**src/rtl/guass_skin_pipe.sv**
```systemverilog
// Four-stage Gaussian skin classifier on Cb/Cr with frame-synchronous shadow
// configuration and a per-frame skin-pixel counter for the gesture tracker.
module guass_skin_pipe #(
    parameter int     DATA_W      = 8,
    parameter int     COEF_W      = 16,
    parameter int     CNT_W       = 20,
    parameter int     MEAN_CB_DEF = 123,
    parameter int     MEAN_CR_DEF = 139,
    parameter int     K1_DEF      = 120,
    parameter int     K2_DEF      = 96,
    parameter int     K3_DEF      = 140,
    parameter longint THR_DEF     = 14 << 14
) (
    input  logic              clk,
    input  logic              rst,
    input  logic              in_valid,
    input  logic              in_sof,
    input  logic [DATA_W-1:0] cb,
    input  logic [DATA_W-1:0] cr,
    input  logic              cfg_we,
    input  logic [2:0]        cfg_addr,
    input  logic [31:0]       cfg_wdata,
    output logic              out_valid,
    output logic              out_sof,
    output logic              skin,
    output logic [CNT_W-1:0]  frame_count,
    output logic              count_valid
);
    localparam int DW     = DATA_W + 1;
    localparam int PROD_W = 2 * DW;
    localparam int P_W    = PROD_W + COEF_W + 1;
    localparam int RES_W  = P_W + 2;

    localparam logic [DATA_W-1:0]       MCB_D = DATA_W'(MEAN_CB_DEF);
    localparam logic [DATA_W-1:0]       MCR_D = DATA_W'(MEAN_CR_DEF);
    localparam logic [COEF_W-1:0]       K1_D  = COEF_W'(K1_DEF);
    localparam logic [COEF_W-1:0]       K2_D  = COEF_W'(K2_DEF);
    localparam logic [COEF_W-1:0]       K3_D  = COEF_W'(K3_DEF);
    localparam logic signed [RES_W-1:0] THR_D = RES_W'(THR_DEF);

    function automatic logic [CNT_W-1:0] sat_inc(input logic [CNT_W-1:0] a);
        return (&a) ? a : a + 1'b1;
    endfunction

    // The threshold field is wider than the bus, so the write word is sign-extended.
    function automatic logic signed [RES_W-1:0] thr_field(input logic [31:0] w);
        logic signed [63:0] w64;
        w64 = {{32{w[31]}}, w};
        return w64[RES_W-1:0];
    endfunction

    logic [DATA_W-1:0]       stg_mean_cb, stg_mean_cr, nxt_mean_cb, nxt_mean_cr;
    logic [DATA_W-1:0]       act_mean_cb, act_mean_cr, use_mean_cb, use_mean_cr;
    logic [COEF_W-1:0]       stg_k1, stg_k2, stg_k3, nxt_k1, nxt_k2, nxt_k3;
    logic [COEF_W-1:0]       act_k1, act_k2, act_k3, use_k1, use_k2, use_k3;
    logic signed [RES_W-1:0] stg_thr, nxt_thr, act_thr, use_thr;
    logic                    commit;

    always_comb begin
        nxt_mean_cb = stg_mean_cb;
        nxt_mean_cr = stg_mean_cr;
        nxt_k1      = stg_k1;
        nxt_k2      = stg_k2;
        nxt_k3      = stg_k3;
        nxt_thr     = stg_thr;
        if (cfg_we) begin
            case (cfg_addr)
                3'd0:    nxt_mean_cb = cfg_wdata[DATA_W-1:0];
                3'd1:    nxt_mean_cr = cfg_wdata[DATA_W-1:0];
                3'd2:    nxt_k1      = cfg_wdata[COEF_W-1:0];
                3'd3:    nxt_k2      = cfg_wdata[COEF_W-1:0];
                3'd4:    nxt_k3      = cfg_wdata[COEF_W-1:0];
                3'd5:    nxt_thr     = thr_field(cfg_wdata);
                default: ;
            endcase
        end
    end

    // The SOF pixel already sees the set it commits, including a same-cycle write.
    assign commit      = in_valid & in_sof;
    assign use_mean_cb = commit ? nxt_mean_cb : act_mean_cb;
    assign use_mean_cr = commit ? nxt_mean_cr : act_mean_cr;
    assign use_k1      = commit ? nxt_k1 : act_k1;
    assign use_k2      = commit ? nxt_k2 : act_k2;
    assign use_k3      = commit ? nxt_k3 : act_k3;
    assign use_thr     = commit ? nxt_thr : act_thr;

    always_ff @(posedge clk) begin
        if (rst) begin
            stg_mean_cb <= MCB_D;  stg_mean_cr <= MCR_D;
            stg_k1 <= K1_D;  stg_k2 <= K2_D;  stg_k3 <= K3_D;  stg_thr <= THR_D;
            act_mean_cb <= MCB_D;  act_mean_cr <= MCR_D;
            act_k1 <= K1_D;  act_k2 <= K2_D;  act_k3 <= K3_D;  act_thr <= THR_D;
        end else begin
            stg_mean_cb <= nxt_mean_cb;  stg_mean_cr <= nxt_mean_cr;
            stg_k1 <= nxt_k1;  stg_k2 <= nxt_k2;  stg_k3 <= nxt_k3;  stg_thr <= nxt_thr;
            if (commit) begin
                act_mean_cb <= nxt_mean_cb;  act_mean_cr <= nxt_mean_cr;
                act_k1 <= nxt_k1;  act_k2 <= nxt_k2;  act_k3 <= nxt_k3;  act_thr <= nxt_thr;
            end
        end
    end

    logic                     vld_p0, sof_p0, vld_p1, sof_p1, vld_p2, sof_p2;
    logic signed [DW-1:0]     d1_p0, d2_p0;
    logic signed [PROD_W-1:0] sq1_p1, cross_p1, sq2_p1;
    logic signed [P_W-1:0]    t1_p2, t2_p2, t3_p2;
    logic [COEF_W-1:0]        k1_p0, k2_p0, k3_p0, k1_p1, k2_p1, k3_p1;
    logic signed [RES_W-1:0]  thr_p0, thr_p1, thr_p2, sum_p2;
    logic                     skin_d;

    always_ff @(posedge clk) begin
        if (rst) begin
            vld_p0 <= 1'b0;  sof_p0 <= 1'b0;
            vld_p1 <= 1'b0;  sof_p1 <= 1'b0;
            vld_p2 <= 1'b0;  sof_p2 <= 1'b0;
            out_valid <= 1'b0;  out_sof <= 1'b0;  skin <= 1'b0;
        end else begin
            vld_p0 <= in_valid;  sof_p0 <= commit;
            vld_p1 <= vld_p0;    sof_p1 <= sof_p0;
            vld_p2 <= vld_p1;    sof_p2 <= sof_p1;
            out_valid <= vld_p2; out_sof <= sof_p2;  skin <= vld_p2 & skin_d;
        end
    end

    always_ff @(posedge clk) begin
        // S1: chroma offsets; the selected config set travels with the pixel
        d1_p0  <= $signed({1'b0, cb}) - $signed({1'b0, use_mean_cb});
        d2_p0  <= $signed({1'b0, cr}) - $signed({1'b0, use_mean_cr});
        k1_p0  <= use_k1;  k2_p0 <= use_k2;  k3_p0 <= use_k3;  thr_p0 <= use_thr;
        // S2: second-order products
        sq1_p1   <= PROD_W'(d1_p0) * PROD_W'(d1_p0);
        cross_p1 <= PROD_W'(d1_p0) * PROD_W'(d2_p0);
        sq2_p1   <= PROD_W'(d2_p0) * PROD_W'(d2_p0);
        k1_p1  <= k1_p0;  k2_p1 <= k2_p0;  k3_p1 <= k3_p0;  thr_p1 <= thr_p0;
        // S3: coefficient terms
        t1_p2  <= P_W'(sq1_p1)   * P_W'($signed({1'b0, k1_p1}));
        t2_p2  <= P_W'(cross_p1) * P_W'($signed({1'b0, k2_p1}));
        t3_p2  <= P_W'(sq2_p1)   * P_W'($signed({1'b0, k3_p1}));
        thr_p2 <= thr_p1;
    end

    // S4: full-width sum and signed compare
    assign sum_p2 = RES_W'(t1_p2) - RES_W'(t2_p2) + RES_W'(t3_p2);
    assign skin_d = sum_p2 < thr_p2;

    logic [CNT_W-1:0] acc;
    logic             seen_sof;

    // Counter tracks the S4 result so count_valid lines up with the out_sof pixel.
    always_ff @(posedge clk) begin
        if (rst) begin
            acc <= '0;  seen_sof <= 1'b0;  frame_count <= '0;  count_valid <= 1'b0;
        end else begin
            count_valid <= 1'b0;
            if (vld_p2) begin
                if (sof_p2) begin
                    if (seen_sof) begin
                        frame_count <= acc;
                        count_valid <= 1'b1;
                    end
                    seen_sof <= 1'b1;
                    acc      <= CNT_W'(skin_d);
                end else if (skin_d) begin
                    acc <= sat_inc(acc);
                end
            end
        end
    end
endmodule

```
**config.mk**
```make
export PLATFORM = sky130hd
export DESIGN_NAME = guass_skin_pipe
export DESIGN_NICKNAME = d
export VERILOG_FILES = /design/src/rtl/guass_skin_pipe.sv
export SDC_FILE = /design/constraint.sdc
export NUM_CORES = 2
export LEC_CHECK = 0
export BUFFER_PORTS_ARGS = -buffer_cell sky130_fd_sc_hd__buf_2
export CAP_MARGIN = 20
export CORE_MARGIN = 2
export CORE_UTILIZATION = 30
export DETAILED_ROUTE_END_ITERATION = 10
export GPL_ROUTABILITY_DRIVEN = 0
export PLACE_DENSITY = 0.52
export SLEW_MARGIN = 20
export SYNTH_ARGS = -nofsm -noshare
export SYNTH_HDL_FRONTEND = slang
export SYNTH_SLANG_ARGS = --single-unit
```
**constraint.sdc**
```tcl
create_clock -name clk -period 17.05 [get_ports clk]
set_clock_uncertainty 0.15 [all_clocks]
set_input_delay 3.41 -clock clk [delete_from_list [all_inputs] [get_ports clk]]
set_output_delay 3.41 -clock clk [all_outputs]
set_load 0.05 [all_outputs]
```
**Word-level counts from Yosys, hierarchy flattened**

Index checks and enable logic that the tools add are counted.

- Eq/ne operators: 6
- $add $sub $neg: 5
- Reduce and logical (&&, ||, !) cells: 7
- Bitwise gates (word level): 4
- $mul: 6
- Muxes and demuxes: 22
- Order comparisons: 1

Operators with widths:

| kind | number |
|---|---|
| 2-to-1 mux 16 bit | 9 |
| 2-to-1 mux 37 bit | 3 |
| multiplier 18 x 17 -> 35 bit | 3 |
| 2-to-1 mux 20 bit | 3 |
| multiplier 9 x 9 -> 18 bit | 3 |
| 2-to-1 mux 8 bit | 6 |
| adder 36 x 35 -> 37 bit | 1 |
| less-than comparator 37 bit | 1 |
| subtractor 35 x 35 -> 36 bit | 1 |
| adder 20 x 1 -> 20 bit (second input constant) | 1 |
| AND reduction 20 bit | 1 |
| subtractor 8 x 8 -> 9 bit | 2 |
| equality test 3 x 2 -> 1 bit (second input constant) | 2 |
| equality test 3 bit (second input constant) | 2 |
| AND reduction 3 bit | 2 |
| equality test 3 x 1 -> 1 bit (second input constant) | 1 |
| logical NOT 3 bit | 1 |
| OR reduction 3 bit | 1 |
| bitwise AND 1 bit | 2 |
| inequality test 2 bit (second input constant) | 1 |
| inverter 1 bit | 2 |
| AND reduction 2 bit | 1 |
| nonzero test 2 bit | 1 |
| 2-to-1 mux 1 bit | 1 |

- Flip-flop bits (word level): 637
- Word-level logic and storage cells: 93
- Output and inout bits: 24

**Longest topological paths before layout**

- Depth in word-level cells: 5
- Depth in mapped cells: 26

**Worst setup path before layout**

No wires, ideal clock.

- Path kind: register to register
- Start point: register k2_p1[8]
- End point: register t2_p2[34]
- Slack: 10.610 ns
- Stages on the path, launching flop included: 23
- Arrival: 6.218 ns
- Library setup time: 0.072 ns
- Cells stage by stage: dfxtp_1 > clkbuf_1 > clkbuf_1 > nand2_1 > fa_1 > inv_1 > fa_1 > fa_1 > fa_1 > fa_1 > inv_1 > fa_1 > inv_1 > ha_1 > and3_1 > a221oi_1 > o21ai_0 > or4_1 > o22ai_1 > o21ai_1 > a211o_1 > a21oi_1 > xor2_1

- Longest elaborated chain between the ends: 1

RTL lines:

| what | line | RTL |
|---|---|---|
| start: declaration | 108 | `logic [COEF_W-1:0] k1_p0, k2_p0, k3_p0, k1_p1, k2_p1, k3_p1;` |
| start signal: assignment | 135 | `k1_p1 <= k1_p0; k2_p1 <= k2_p0; k3_p1 <= k3_p0; thr_p1 <= thr_p0;` |
| multiplier 18 x 17 -> 35 bit | 138 | `t2_p2 <= P_W'(cross_p1) * P_W'($signed({1'b0, k2_p1}));` |
| end signal: assignment | 138 |  |
| end: declaration | 107 | `logic signed [P_W-1:0] t1_p2, t2_p2, t3_p2;` |

Every way passes these cells.
A chain may end at the register's enable or synchronous reset.

**Final worst setup path**

Ends and elaborated chain as after synthesis.

==> flow_summary.rst <==
.. list-table::
   :header-rows: 1

   * - Metric
     - Value
   * - Drt total wl
     - 154 mm
   * - Startpoint of the worst-slack reg-to-reg timing path
     - k2_p1[8]
   * - Number of buffers between clock root and the deepest sink
     - 3
   * - Number of hold violations in the final report
     - 0
   * - Number of max-capacitance violations reported
     - 0
   * - Routed length per placed instance
     - 16.8 um
   * - Number of distinct standard cells referenced by the synthesized netlist
     - 72
   * - Detailed placer's ending HPWL
     - 125 mm
   * - Data required time at the worst endpoint
     - 17.49 ns
   * - Final worst path period share
     - 0.422
   * - Crit. End Element
     - flip-flop
   * - Achievable clock frequency
     - 139 MHz
   * - Clock period minus worst slack
     - 7.20 ns
   * - Met2 Wirelength
     - 75.2 mm
   * - Cell with the most instances after synthesis
     - sky130_fd_sc_hd__inv_1
   * - Outcome
     - completed
   * - Category of cells accounting for the largest share of critical-path delay
     - adder cells
   * - Drt initial violations
     - 2033
   * - Unrepaired setup endpoints after global routing
     - no
   * - Starting Density
     - 0.301
   * - Critical path's largest stage delay
     - 0.84 ns
   * - Sum of overflow across all layers after global routing
     - 0
   * - Remaining design rule violation count
     - 0
   * - Number of nets at the end of the flow
     - 8062
   * - Critical path fanouts, max
     - 18
   * - Clock Sinks
     - 635
   * - Worst-margin pin slew
     - 1.02 ns
   * - Final setup violation count
     - 0
   * - Average vias per placed instance
     - 4.42
   * - Number of I/O port buffers
     - 79
   * - Area contributors post-synth
     - sky130_fd_sc_hd__fa_1 (35%), sky130_fd_sc_hd__dfxtp_1 (21%), sky130_fd_sc_hd__ha_1 (9.6%)
   * - Total die area
     - 209000 um^2
   * - Instance count on the critical path
     - 20
   * - Multi-input gate area
     - 42700 um^2
   * - Via count
     - 40691
   * - Synthesis warning total
     - 0
   * - Startpoint type of the worst setup path
     - flip-flop
   * - Hold-fix buffer count after cts
     - 0
   * - Post-CTS clock slew at the launch and capture registers of the worst setup and hold paths
     - 0.06 ns
   * - Worst reg-to-reg setup slack
     - 9.85 ns
   * - List of cells traversed by the critical path
     - nand2_1 > fa_1 > inv_1 > fa_1 > fa_1 > fa_1 > fa_1 > inv_1 > fa_1 > inv_1 > ha_1 > and3_1 > a221oi_1 > o21ai_0 > or4_1 > o22ai_1 > o21ai_1 > a211o_1 > a21oi_1 > xor2_1
   * - Area added between synthesis and finish
     - 9.35%
   * - Tot GR Track Use
     - 0.152
   * - Setup TNS after final layout
     - 0 ns
   * - Most frequent cell on the critical path
     - sky130_fd_sc_hd__fa_1
   * - Pin count of the biggest net entering global routing
     - 100
   * - CTS tree
     - yes
   * - H-tree Lvls
     - 3
   * - Top-area cell type share of the netlist area
     - 0.355
   * - Fraction of the yosys area taken by sequential cells
     - 0.206
   * - Global-route wire length before repair
     - 248 mm
   * - Worst Setup EP
     - t2_p2[34]
   * - Wire length on met1
     - 70.3 mm
   * - Antenna violations before repair
     - 22
   * - Critical path origin
     - k2_p1[8]
   * - Number of rows in the core area
     - 166
   * - Most used flip-flop cell after synthesis
     - sky130_fd_sc_hd__dfxtp_1
   * - Crit path max-delay cell type
     - sky130_fd_sc_hd__dfxtp_1
   * - Core Box Area
     - 204000 um^2
   * - Register area
     - 12700 um^2
   * - Post-CTS repair timing setup buffer count
     - 0
   * - Hold WC Path Type
     - reg2reg
   * - Asr flop ratio synth
     - 0
   * - Total of cells resized after clock tree synthesis
     - 0
   * - Clock tree root driver cell
     - sky130_fd_sc_hd__clkbuf_16
   * - Wire length on met3
     - 5.20 mm
   * - Clock latency at the later pin of the worst-skew pair
     - 0.66 ns
   * - Antenna Violating Nets Remaining
     - 0
   * - Synth area leader
     - sky130_fd_sc_hd__fa_1
   * - Depth of the worst register-to-register path
     - 20
   * - Number of register bits inferred by synthesis
     - 635
   * - EDFF count, synth
     - 0
   * - Number of max-slew violations in the final report
     - 0
   * - Number of global-route vias before repair
     - 44062
   * - Slew HR
     - 0.318
   * - Post-synthesis instance area
     - 61600 um^2
   * - Number of buffers added by the clock tree synthesis step
     - 74
   * - Layout cells sized above 1
     - 0.0420
   * - Critical path data arrival time
     - 7.64 ns
   * - Commonest cells in the netlist
     - sky130_fd_sc_hd__inv_1 (1439), sky130_fd_sc_hd__fa_1 (1091), sky130_fd_sc_hd__nand2_1 (721), sky130_fd_sc_hd__dfxtp_1 (635), sky130_fd_sc_hd__and2_1 (474)
   * - Chip width
     - 457 um
   * - Kind of critical path
     - reg2reg
   * - Reg2reg end
     - t2_p2[34]
   * - Average instance area after synthesis
     - 9.54 um^2
   * - Boundary Pins
     - 80
   * - Count of buffering cells on the critical path with inverters included
     - 3
   * - Number of instances in the synthesized netlist
     - 6455
   * - Highest metal layer with signal wires
     - met5
   * - Die H
     - 457 um
   * - First drt pass iteration count
     - 5
   * - Filler Cell Count
     - 21171
==> flip-flops by register name (all words and copies together), names as in the netlist, 17 cells and up <==
register	cells
acc	20
act_thr	37
cross_p1	18
frame_count	20
sq1_p1	17
sq2_p1	17
stg_thr	37
t1_p2	35
t2_p2	35
t3_p2	35
thr_p0	37
thr_p1	37
thr_p2	37
==> cell families (layout without fill, tap and decap cells) <==
| family | count (synthesis) | count (layout) | synth area share |
|---|---|---|---|
| AOI/OAI and AO/OA | 589 | 589 | 0.0594 |
| xor gates and xnor gates | 213 | 213 | 0.0303 |
| adders and majority gates | 1561 | 1561 | 0.450 |
| buffers and inverters | 1653 | 1685 | 0.101 |
| DFF | 635 | 635 | 0.206 |
| muxes | 101 | 101 | 0.0165 |
| other | 2 | 25 | 0.000122 |
| and+or+nand+nor | 1701 | 1701 | 0.136 |
==> through the flow <==
| step | hold slack [ns] | setup WS, ns | instances | utilization | area (um^2) |
|---|---|---|---|---|---|
| global route | 0.149 | 9.49 | 9195 | 0.329 | 67300 |
| floorplan | 0.160 | 10.61 | 6470 | - | 61600 |
| global placement | 0.160 | 9.89 | 9057 | 0.317 | 64800 |
| finish | 0.142 | 9.85 | 9198 | 0.329 | 67300 |
| CTS | 0.140 | 9.80 | 9190 | 0.329 | 67300 |
| detailed placement | 0.162 | 9.82 | 9057 | 0.317 | 64900 |
==> cell usage in the layout (no fill, tap or decap), types with 13 or more instances in the layout <==
cell                        Yosys  routed
sky130_fd_sc_hd__o211ai_1      15      15
sky130_fd_sc_hd__o21ai_0      148     148
sky130_fd_sc_hd__inv_1       1439    1439
sky130_fd_sc_hd__nand2b_1      57      57
sky130_fd_sc_hd__o21bai_1      30      30
sky130_fd_sc_hd__buf_4          1      34
sky130_fd_sc_hd__dfxtp_1      635     635
sky130_fd_sc_hd__mux2i_1       99      99
sky130_fd_sc_hd__conb_1         2      17
sky130_fd_sc_hd__clkbuf_8       0      16
sky130_fd_sc_hd__fa_1        1091    1091
sky130_fd_sc_hd__and2_1       474     474
sky130_fd_sc_hd__nand4_1       15      15
sky130_fd_sc_hd__ha_1         470     470
sky130_fd_sc_hd__xnor2_1      151     151
sky130_fd_sc_hd__xor2_1        62      62
sky130_fd_sc_hd__or2_2         19      19
sky130_fd_sc_hd__nor3_1        17      16
sky130_fd_sc_hd__buf_2          2      78
sky130_fd_sc_hd__a21oi_1      203     203
sky130_fd_sc_hd__nand2_1      721     720
sky130_fd_sc_hd__nor2b_1      113     113
sky130_fd_sc_hd__and3_1        18      18
sky130_fd_sc_hd__a21o_1        76      76
sky130_fd_sc_hd__nand3_1       42      42
sky130_fd_sc_hd__clkbuf_1     196      13
sky130_fd_sc_hd__nor2_1       180     180
sky130_fd_sc_hd__o21a_1        26      26
sky130_fd_sc_hd__clkbuf_16      0      76
==> layer usage <==
| layer | GRT usage | up-vias |
|---|---|---|
| met5 | 0 | - |
| met4 | 0.0381 | 4 |
| met3 | 0.0156 | 174 |
| met2 | 0.260 | 609 |
| met1 | 0.203 | 20583 |
| li1 | - | 19321 |
==> how the worst min path moves through the flow <==
stage | start | end | slack, ns | depth (start not counted)
after floorplan | k1_p0[0] | k1_p1[0] | 0.16 | 0
after global placement | thr_p1[19] | thr_p2[19] | 0.16 | 0
after detailed placement | thr_p1[18] | thr_p2[18] | 0.16 | 0
after CTS | thr_p1[31] | thr_p2[31] | 0.14 | 0
after global routing | thr_p1[31] | thr_p2[31] | 0.15 | 0
final | thr_p1[31] | thr_p2[31] | 0.14 | 0
==> final cells by class <==
cell class                 instances  area share
timing repair buffer             113     0.00979
inverter                        1439      0.0802
sequential                       635       0.189
antenna                            8    0.000297
clock buffer                     104      0.0320
multi-input combinational       4182       0.635
tap                             2688      0.0500
clock inverter                    29     0.00427
==> worst reg2reg max path: stages (launching register included) <==
cell and delay, ns:
sky130_fd_sc_hd__dfxtp_1 0.84, sky130_fd_sc_hd__nand2_1 0.19, sky130_fd_sc_hd__fa_1 0.58, sky130_fd_sc_hd__inv_1 0.05
sky130_fd_sc_hd__fa_1 0.48, sky130_fd_sc_hd__fa_1 0.59, sky130_fd_sc_hd__fa_1 0.44, sky130_fd_sc_hd__fa_1 0.49
sky130_fd_sc_hd__inv_1 0.05, sky130_fd_sc_hd__fa_1 0.48, sky130_fd_sc_hd__inv_1 0.04, sky130_fd_sc_hd__ha_1 0.34
sky130_fd_sc_hd__and3_1 0.22, sky130_fd_sc_hd__a221oi_1 0.29, sky130_fd_sc_hd__o21ai_0 0.29, sky130_fd_sc_hd__or4_1 0.48
sky130_fd_sc_hd__o22ai_1 0.29, sky130_fd_sc_hd__o21ai_1 0.23, sky130_fd_sc_hd__a211o_1 0.31, sky130_fd_sc_hd__a21oi_1 0.17
sky130_fd_sc_hd__xor2_1 0.14
Power is not shown: default switching activity piles up to over one toggle a cycle in this logic, so the estimate is an artifact.
